### config.mk
export PLATFORM = sky130hd
export DESIGN_NAME = CRC_parallel_m_lfs_XOR
export DESIGN_NICKNAME = d
export VERILOG_FILES = /design/src/rtl/crc_checker_pkg.sv /design/src/rtl/CRC_parallel_m_lfs_XOR.sv
export SDC_FILE = /design/constraint.sdc
export NUM_CORES = 1
export LEC_CHECK = 0
export CAP_MARGIN = 20
export CELL_PAD_IN_SITES_DETAIL_PLACEMENT = 1
export CELL_PAD_IN_SITES_GLOBAL_PLACEMENT = 1
export CORE_UTILIZATION = 25
export DETAILED_ROUTE_END_ITERATION = 6
export PLACE_DENSITY = 0.53
export SLEW_MARGIN = 40
export SYNTH_ARGS = -nofsm -noshare
export SYNTH_HDL_FRONTEND = slang
export SYNTH_SLANG_ARGS = --single-unit
### constraint.sdc
create_clock -name vclk -period 18.9
set_clock_uncertainty 0.15 [all_clocks]
set_input_delay 3.78 -clock vclk [all_inputs]
set_output_delay 3.78 -clock vclk [all_outputs]
set_load 0.02 [all_outputs]
### src/rtl/crc_checker_pkg.sv
// crc_checker_pkg: shared CRC widths, generator polynomial and one-hot checker states.
package crc_checker_pkg;

    localparam int CRC_DATA_WIDTH   = 32;
    localparam int CRC_HASH_LENGTH  = 64;
    localparam int CRC_PARITY_COUNT = CRC_HASH_LENGTH / CRC_DATA_WIDTH;
    localparam logic [63:0] CRC_POLY = 64'h42F0_E1EB_A9EA_3693;

    typedef enum logic [3:0] {
        IDLE = 4'b0001,
        MSG  = 4'b0010,
        PAR  = 4'b0100,
        DONE = 4'b1000
    } state_t;

endpackage

### src/rtl/CRC_parallel_m_lfs_XOR.sv
// CRC_parallel_m_lfs_XOR: one-word parallel LFSR update shared by the CRC generator and checker.
module CRC_parallel_m_lfs_XOR
    import crc_checker_pkg::*;
#(
    parameter int DATA_WIDTH  = CRC_DATA_WIDTH,
    parameter int HASH_LENGTH = CRC_HASH_LENGTH,
    parameter logic [HASH_LENGTH-1:0] POLY = CRC_POLY[HASH_LENGTH-1:0]
) (
    input  logic [DATA_WIDTH-1:0]  r_message,
    input  logic [HASH_LENGTH-1:0] r_parity,
    output logic [HASH_LENGTH-1:0] w_next_parity
);

    // Unrolled MSB-first serial LFSR; synthesis flattens it into the XOR matrix.
    always_comb begin
        w_next_parity = r_parity;
        for (int i = DATA_WIDTH - 1; i >= 0; i--)
            w_next_parity = {w_next_parity[HASH_LENGTH-2:0], 1'b0}
                          ^ (POLY & {HASH_LENGTH{w_next_parity[HASH_LENGTH-1] ^ r_message[i]}});
    end

endmodule

==> results of run 1 <==
==> cell usage after synthesis (all sizes together) <==
| cell | n |
|---|---|
| xnor2 | 370 |
| inv | 2 |
| xor3 | 10 |
| xnor3 | 72 |
| xor2 | 94 |
| buf | 7 |
| clkbuf | 2 |
==> layout make-up <==
type / instances / area, um^2
fillers: 2722 / 16150
inverters: 2 / 7.507
multi-input cells: 546 / 6269
well taps: 324 / 405.4
repair buffers: 174 / 1707
==> per-layer routing <==
metal,routed length [um],vias to the layer above,global-route usage [%],share of wire [%]
met5,0,-,0,0
met4,228,0,1.072,0.95
met3,1303,10,1.240,5.5
met2,11740,162,33.39,49
met1,10630,2110,25.16,44
li1,-,2074,-,-
==> stage by stage <==
| stage | util [%] | setup slack [ns] |
|---|---|---|
| 2_1_floorplan | - | 6.774 |
| 3_3_place_gp | 34.04 | 4.520 |
| 3_5_place_dp | 34.16 | 4.337 |
| 4_1_cts | 34.16 | 4.323 |
| 5_1_grt | 34.19 | 4.189 |
| 6_report | 34.19 | 4.395 |
==> critical path, delay by kind of cell <==
kind	cells	cell delay (ns)
buffers and inverters	3	1.35
xor gates and xnor gates	10	5.41
==> cell families (layout without fill, tap and decap cells) <==
logic type | Yosys count | in the layout | share of synthesized area, %
buffers and inverters | 11 | 176 | 1.112
XOR/XNOR | 546 | 546 | 98.89
==> worst max-delay path by stage <==
| stage | to | cells after the start | slack, ns |
|---|---|---|---|
| finish | w_next_parity[33] | 13 | 4.40 |
| floorplan | w_next_parity[55] | 12 | 6.77 |
| detailed placement | w_next_parity[33] | 13 | 4.34 |
| global route | w_next_parity[33] | 13 | 4.19 |
| global placement | w_next_parity[33] | 13 | 4.52 |
| CTS | w_next_parity[33] | 13 | 4.32 |
==> results by group, run 1 <==
Critical path
  – Max incr delay on CP: ~0.80 ns
  – Crit end category: output pin
  – Worst EP arrival: 10.57 ns
  – Critical path peak fanout: 14
  – Worst path required time: around 15 ns
  – Crit Path Category: input port to output pin
  – Worst setup path start: r_message[31]
  – Crit path max-delay cell type: xnor3_1
  – Critical Path Source Type: input port
  – Critical Path, Cell by Cell: clkdlybuf4s50_1 -> xnor2_4 -> xor3_2 -> xnor2_1 -> xnor3_1 -> buf_4 -> xor3_2 -> xnor3_1 -> xnor3_2 -> xnor2_4 -> xnor2_2 -> xnor3_1 -> clkdlybuf4s50_1
  – Critical Path Most Common Cell: xnor3_1

Layout
  – Layout Nets: 820
  – Most common cell after layout, fill and taps aside: xnor2_1
  – Share of layout cells above drive strength 1: 8.310%
  – Area delta synth->final: 33.12%
  – Seq cells: 0
  – Post-Layout Cell Count: 1046
  – Most frequent cells in the layout: xnor2_1, clkdlybuf4s50_1, xor2_1
  – Clock buf count: 0
  – N_diodes: 0
  – Sequential Area: 0 um^2
  – Final instance area: between 8000 and 9000 um^2

Global route
  – GRT Residual Overflow: 0
  – Gr usage total: a little under a fifth
  – Via count of the first global-routing pass: 4859
  – Initial antenna violation count: 0
  – Largest net degree at the start of global routing: 15
  – First-pass GRT wire length: roughly 35000 um

Floorplan
  – Core Region: ~25000 um^2
  – Starting density of the core: about a quarter
  – # rows: 57
  – Die ar.: 25840 um^2
  – I/O pin count: 160
  – DIE WIDTH: 160.8 um
  – Die Ht: 160.8 um

Placed design
  – Placer Congestion: 0.8741
  – DP Wirelength: 21160 um
  – Cells after DPL: between 1000 and 1500
  – # port buffers: 160
  – Dpl cell area: 8381 um^2

Worst hold path
  – Cell count of the worst hold path: 5
  – HP Class: input port to output pin
  – Hold EP: w_next_parity[51]
  – Hold Crit Start: r_parity[19]

Synth
  – Post-Syn Area: 6301 um^2
  – Syn nets: 653
  – Yosys warnings: 0
  – Area share of the largest cell type after synthesis: 48.23%
  – Top post-synthesis cells by area: xnor2_1, xnor3_1, xor2_1
  – Syn Inst Count: 557
  – Dominant cell type by area after synthesis: xnor2_1
  – Mean post-synth cell area: 11.31 um^2
  – Register area share after synthesis: 0%
  – Yosys cell types: 15

Run
  – Max cap viols: 0

Drt
  – Routed vias: ~4400
  – DR pass1 iterations: 4
  – Drt wl/cell: 22.85 um
  – Detail Route Antenna Nets: 0
  – Total routed wirelength: 23910 um
  – # DRC: 0
  – Via density per instance: roughly 4.2
  – Iteration-0 DRC Markers: 159

Timing
  – Max-slew violation count: 0
  – Endpoints failing setup: 0
  – Fin crit period: 14.50 ns
  – Fmax achieved: 0.06894 GHz
  – Setup TNS: 0 ns
  – Worst-Margin Slew: 0.8722 ns
  – Hold WS: around 8.9 ns
  – Final period util: 76.74%
  – Final hold vios: 0
  – RSZ-0062 raised after global routing: false
  – Slew margin rel.: 41.44%

Clocking
  – Post_cts resized: 0
  – # hold bufs at CTS: 0
  – Post-CTS setup repair buffer count: 0

Status
  – Status: finished clean
Power of run 1 is not shown: default switching activity piles up to over one toggle a cycle in this logic, so the estimate is an artifact.
==> inputs of run 2 (changes only) <==
- clock period: 18.9 -> 13.9 ns (I/O delays scaled with it)
==> run 2 against run 1 <==
Wire length shrank 0.70%. Die area unchanged. Critical path depth unchanged. Final area rose by 0.18%. Sequential share of layout area unchanged. Final cell count grew 0.19%. Non-clock buffer count up 2. Hold slack worse by 2.0 ns. Worst setup slack worse by 2.8 ns. Flip-flop and latch count unchanged. Count of clock-buffer cells in the layout did not move. Global-route usage down 0.11 points.
==> results by group, run 2 (same netlist as run 1, synthesis figures left out) <==
Layout
  – Sequential Area: 0 um^2 (unchanged)
  – N_diodes: 0 (unchanged)
  – Seq cells: 0 (unchanged)
  – Most common cell after layout, fill and taps aside: xnor2_1
  – Clock buf count: 0 (unchanged)
  – Layout Nets: 822 (+0.24%)
  – Share of layout cells above drive strength 1: 8.564% (+0.25 points)
  – Area delta synth->final: 33.36%
  – Filler cells: 2773 (+1.9%)
  – Most frequent cells in the layout: xnor2_1, clkdlybuf4s50_1, xor2_1

Critical path
  – Crit end category: output pin
  – Critical Path Source Type: input port
  – Crit path depth: 13 (unchanged)
  – Critical path peak fanout: 14 (unchanged)
  – Buffers plus inverters on the worst setup path: 3 (unchanged)
  – Worst EP arrival: 9.37 ns (-1.20 ns)
  – Critical Path, Cell by Cell: clkdlybuf4s50_1 -> xnor2_4 -> xor3_2 -> xnor2_1 -> xnor3_1 -> buf_4 -> xor3_2 -> xnor3_1 -> xnor3_2 -> xnor2_4 -> xnor2_2 -> xnor3_1 -> clkdlybuf4s50_1
  – Crit path max-delay family: XOR/XNOR gates
  – Crit Path Category: input port to output pin
  – Max incr delay on CP: 0.78 ns (-0.02 ns)
  – Crit path max-delay cell type: xnor3_1
  – Critical Path Most Common Cell: xnor3_1
  – Worst path required time: 10.97 ns (-4.00 ns)

Drt
  – Via density per instance: 4.062 (-2.5%)
  – Routed vias: 4257 (-2.3%)
  – Iteration-0 DRC Markers: 177 (+11%)
  – Total routed wirelength: 23740 um (-0.70%)
  – # DRC: 0 (unchanged)
  – Detail Route Antenna Nets: 0 (unchanged)
  – Drt wl/cell: 22.65 um (-0.89%)
  – DR pass1 iterations: 4 (unchanged)

Floorplan
  – DIE WIDTH: 160.8 um (unchanged)
  – Starting density of the core: 25.68% (unchanged)
  – Core Region: 24530 um^2 (unchanged)
  – # rows: 57 (unchanged)
  – I/O pin count: 160 (unchanged)
  – Die ar.: 25840 um^2 (unchanged)
  – Die Ht: 160.8 um (unchanged)

Placed design
  – DP Wirelength: 21080 um (-0.40%)
  – # port buffers: 160 (unchanged)
  – Placer Congestion: 0.8565 (-2.0%)

Timing
  – Fmax achieved: 0.08132 GHz
  – Max-slew violation count: 0 (unchanged)
  – Worst-Margin Slew: 0.8104 ns (-0.06183 ns)
  – Endpoints failing setup: 0 (unchanged)
  – Fin crit period: 12.30 ns
  – Slew margin rel.: 45.59% (+4.2 points)
  – Setup TNS: 0 ns (unchanged)
  – Final hold vios: 0 (unchanged)
  – Final period util: 88.47%
  – RSZ-0062 raised after global routing: false

Worst hold path
  – HP Class: input port to output pin
  – Cell count of the worst hold path: 5 (unchanged)

Clocking
  – # hold bufs at CTS: 0 (unchanged)
  – Post-CTS setup repair buffer count: 0 (unchanged)
  – Post_cts resized: 0 (unchanged)

Global route
  – Initial antenna violation count: 0 (unchanged)
  – Via count of the first global-routing pass: 4828 (-0.64%)
  – Gr usage total: 18.40% (-0.11 points)
  – GRT Residual Overflow: 0 (unchanged)
  – First-pass GRT wire length: 34520 um (-0.30%)
  – Largest net degree at the start of global routing: 15 (unchanged)

Run
  – Max cap viols: 0 (unchanged)

Status
  – Status: finished clean
-- run 2: changes by cell type in the layout (fill, tap and decap cells not counted), sizes merged --
cell and change:
buf +2
-- run 2: layout make-up --
type / instances / area, um^2 / share of cell area [%]
Inverter: 2 / 7.507 / 0.08934
Multi-Input combinational cell: 546 / 6269 / 74.60
Tap cell: 324 / 405.4 / 4.824
Timing Repair Buffer: 176 / 1722 / 20.49
-- run 2: metrics by stage --
step | utilization, % | hold WS (ns) | instances | area [um^2] | setup WS [ns]
3_5_place_dp | 34.22 | 6.921 | 1048 | 8396 | 1.604
2_1_floorplan | - | 5.777 | 557 | 6301 | 3.774
5_1_grt | 34.25 | 6.956 | 1048 | 8403 | 1.436
4_1_cts | 34.22 | 6.921 | 1048 | 8396 | 1.591
3_3_place_gp | 34.10 | 6.924 | 1048 | 8366 | 1.742
6_report | 34.25 | 6.897 | 1048 | 8403 | 1.602
-- run 2: routing by layer --
metal	vias up	global-route usage, %	part of all wire (%)
met2	149	32.39	48
li1	2084	-	-
met5	-	0	0
met1	2013	25.57	45
met3	11	0.8264	4.9
met4	0	2.015	1.3
-- run 2: worst paths after layout --
kind           from           endpoint  slack, ns
max   r_message[31]  w_next_parity[33]       1.60
min    r_parity[19]  w_next_parity[51]       6.90
Power of run 2 is left out for the same reason.
==> inputs of run 3 (changes only) <==
- CAP_MARGIN: 20 -> 5
- CORE_UTILIZATION: 25 -> 41
- PLACE_DENSITY: 0.53 -> 0.82
==> run 3 against run 2 <==
Flip-flop and latch count did not move. Worst setup slack got worse by 0.19 ns. Final cell count fell by 14%. Critical path depth fell by 1. First-iteration DRC count rose by 12%. Maximum frequency fell by 1.5%. Global-route usage rose by 8.4 points. Die area fell by 39%. Hold slack got worse by 0.012 ns. Largest cell class unchanged.
==> results by group, run 3 (same netlist as run 1, synthesis figures left out) <==
Status
  – Status: finished clean

Layout
  – Area delta synth->final: 29.75%
  – Most frequent cells in the layout: xnor2_1, clkdlybuf4s50_1, xor2_1
  – N_diodes: 0 (unchanged)
  – Most common cell after layout, fill and taps aside: xnor2_1
  – Layout Nets: 814 (-0.97%)
  – Clock buf count: 0 (unchanged)
  – Filler cells: 1616 (-42%)
  – Seq cells: 0 (unchanged)
  – Share of layout cells above drive strength 1: 7.682% (-0.88 points)
  – Sequential Area: 0 um^2 (unchanged)

Floorplan
  – I/O pin count: 160 (unchanged)
  – Die ar.: 15870 um^2 (-39%)
  – Die Ht: 126.0 um (-22%)
  – # rows: 44 (-23%)
  – DIE WIDTH: 126.0 um (-22%)
  – Starting density of the core: 42.71% (+17 points)
  – Core Region: 14750 um^2 (-40%)

Critical path
  – Crit path max-delay cell type: xnor3_1
  – Crit end category: output pin
  – Critical Path Source Type: input port
  – Critical path peak fanout: 14 (unchanged)
  – Critical Path, Cell by Cell: clkdlybuf4s50_1 -> xor2_2 -> xnor3_1 -> xnor2_1 -> xnor3_1 -> xor3_2 -> xnor3_1 -> xnor3_2 -> xnor2_4 -> xor3_1 -> xnor3_1 -> clkdlybuf4s50_1
  – Worst path required time: 10.97 ns (about the same)
  – Worst EP arrival: 9.56 ns (+0.19 ns)
  – Crit path max-delay family: XOR/XNOR gates
  – Buffers plus inverters on the worst setup path: 2 (-1)
  – Critical Path Most Common Cell: xnor3_1
  – Max incr delay on CP: 0.76 ns (-0.02 ns)
  – Crit Path Category: input port to output pin

Timing
  – Fin crit period: 12.49 ns (+0.1926 ns)
  – Worst-Margin Slew: 0.8987 ns (+0.08836 ns)
  – Final period util: 89.86% (+1.4 points)
  – Final hold vios: 0 (unchanged)
  – RSZ-0062 raised after global routing: false
  – Fmax achieved: 0.08006 GHz (-1.5%)
  – Max-slew violation count: 0 (unchanged)
  – Setup TNS: 0 ns (unchanged)
  – Slew margin rel.: 39.88% (-5.7 points)
  – Endpoints failing setup: 0 (unchanged)

Drt
  – Routed vias: 4442 (+4.3%)
  – DR pass1 iterations: 4 (unchanged)
  – # DRC: 0 (unchanged)
  – Iteration-0 DRC Markers: 199 (+12%)
  – Detail Route Antenna Nets: 0 (unchanged)
  – Drt wl/cell: 23.25 um (+2.6%)
  – Via density per instance: 4.936 (+22%)
  – Total routed wirelength: 20920 um (-12%)

Placed design
  – # port buffers: 160 (unchanged)
  – DP Wirelength: 18470 um (-12%)
  – Placer Congestion: 0.9218 (+7.6%)

Global route
  – Via count of the first global-routing pass: 5033 (+4.2%)
  – GRT Residual Overflow: 0 (unchanged)
  – Gr usage total: 26.81% (+8.4 points)
  – Initial antenna violation count: 0 (unchanged)
  – First-pass GRT wire length: 31330 um (-9.2%)
  – Largest net degree at the start of global routing: 15 (unchanged)

Run
  – Max cap viols: 0 (unchanged)

Clocking
  – Post_cts resized: 0 (unchanged)
  – # hold bufs at CTS: 0 (unchanged)
  – Post-CTS setup repair buffer count: 0 (unchanged)

Worst hold path
  – HP Class: input port to output pin
[run 3: changes by cell type in the layout (fill, tap and decap cells not counted), sizes merged]
cell and delta:
buf -8
[run 3: area by class of cell]
cell class | instances | area [um^2] | share of cell area (%)
well taps | 184 | 230.2 | 2.816
repair buffers | 168 | 1662 | 20.32
multi-input cells | 546 | 6276 | 76.77
inverters | 2 | 7.507 | 0.09183
[run 3: stage by stage]
| step | setup slack, ns | hold WS [ns] | area, um^2 | utilization (%) | instances |
|---|---|---|---|---|---|
| after floorplan | 3.774 | 5.777 | 6301 | - | 557 |
| after global placement | 1.547 | 6.864 | 8130 | 55.11 | 900 |
| after detailed placement | 1.386 | 6.886 | 8168 | 55.36 | 900 |
| after CTS | 1.399 | 6.886 | 8168 | 55.36 | 900 |
| after global routing | 1.223 | 6.931 | 8175 | 55.41 | 900 |
| final | 1.410 | 6.885 | 8175 | 55.41 | 900 |
[run 3: routing by layer]
| metal | GRT usage (%) | share of wire, % | vias up |
|---|---|---|---|
| met5 | 0 | 0 | - |
| met2 | 49.04 | 50 | 189 |
| met1 | 33.63 | 41 | 2153 |
| li1 | - | - | 2074 |
| met3 | 2.464 | 5.8 | 26 |
| met4 | 7.016 | 3.1 | 0 |
[run 3: final timing paths]
check | endpoint | slack (ns) | startpoint | cells past startpoint
setup / recovery | w_next_parity[46] | 1.41 | r_message[30] | 12
hold / removal | w_next_parity[51] | 6.88 | r_parity[19] | 5
Power of run 3 is left out for the same reason.
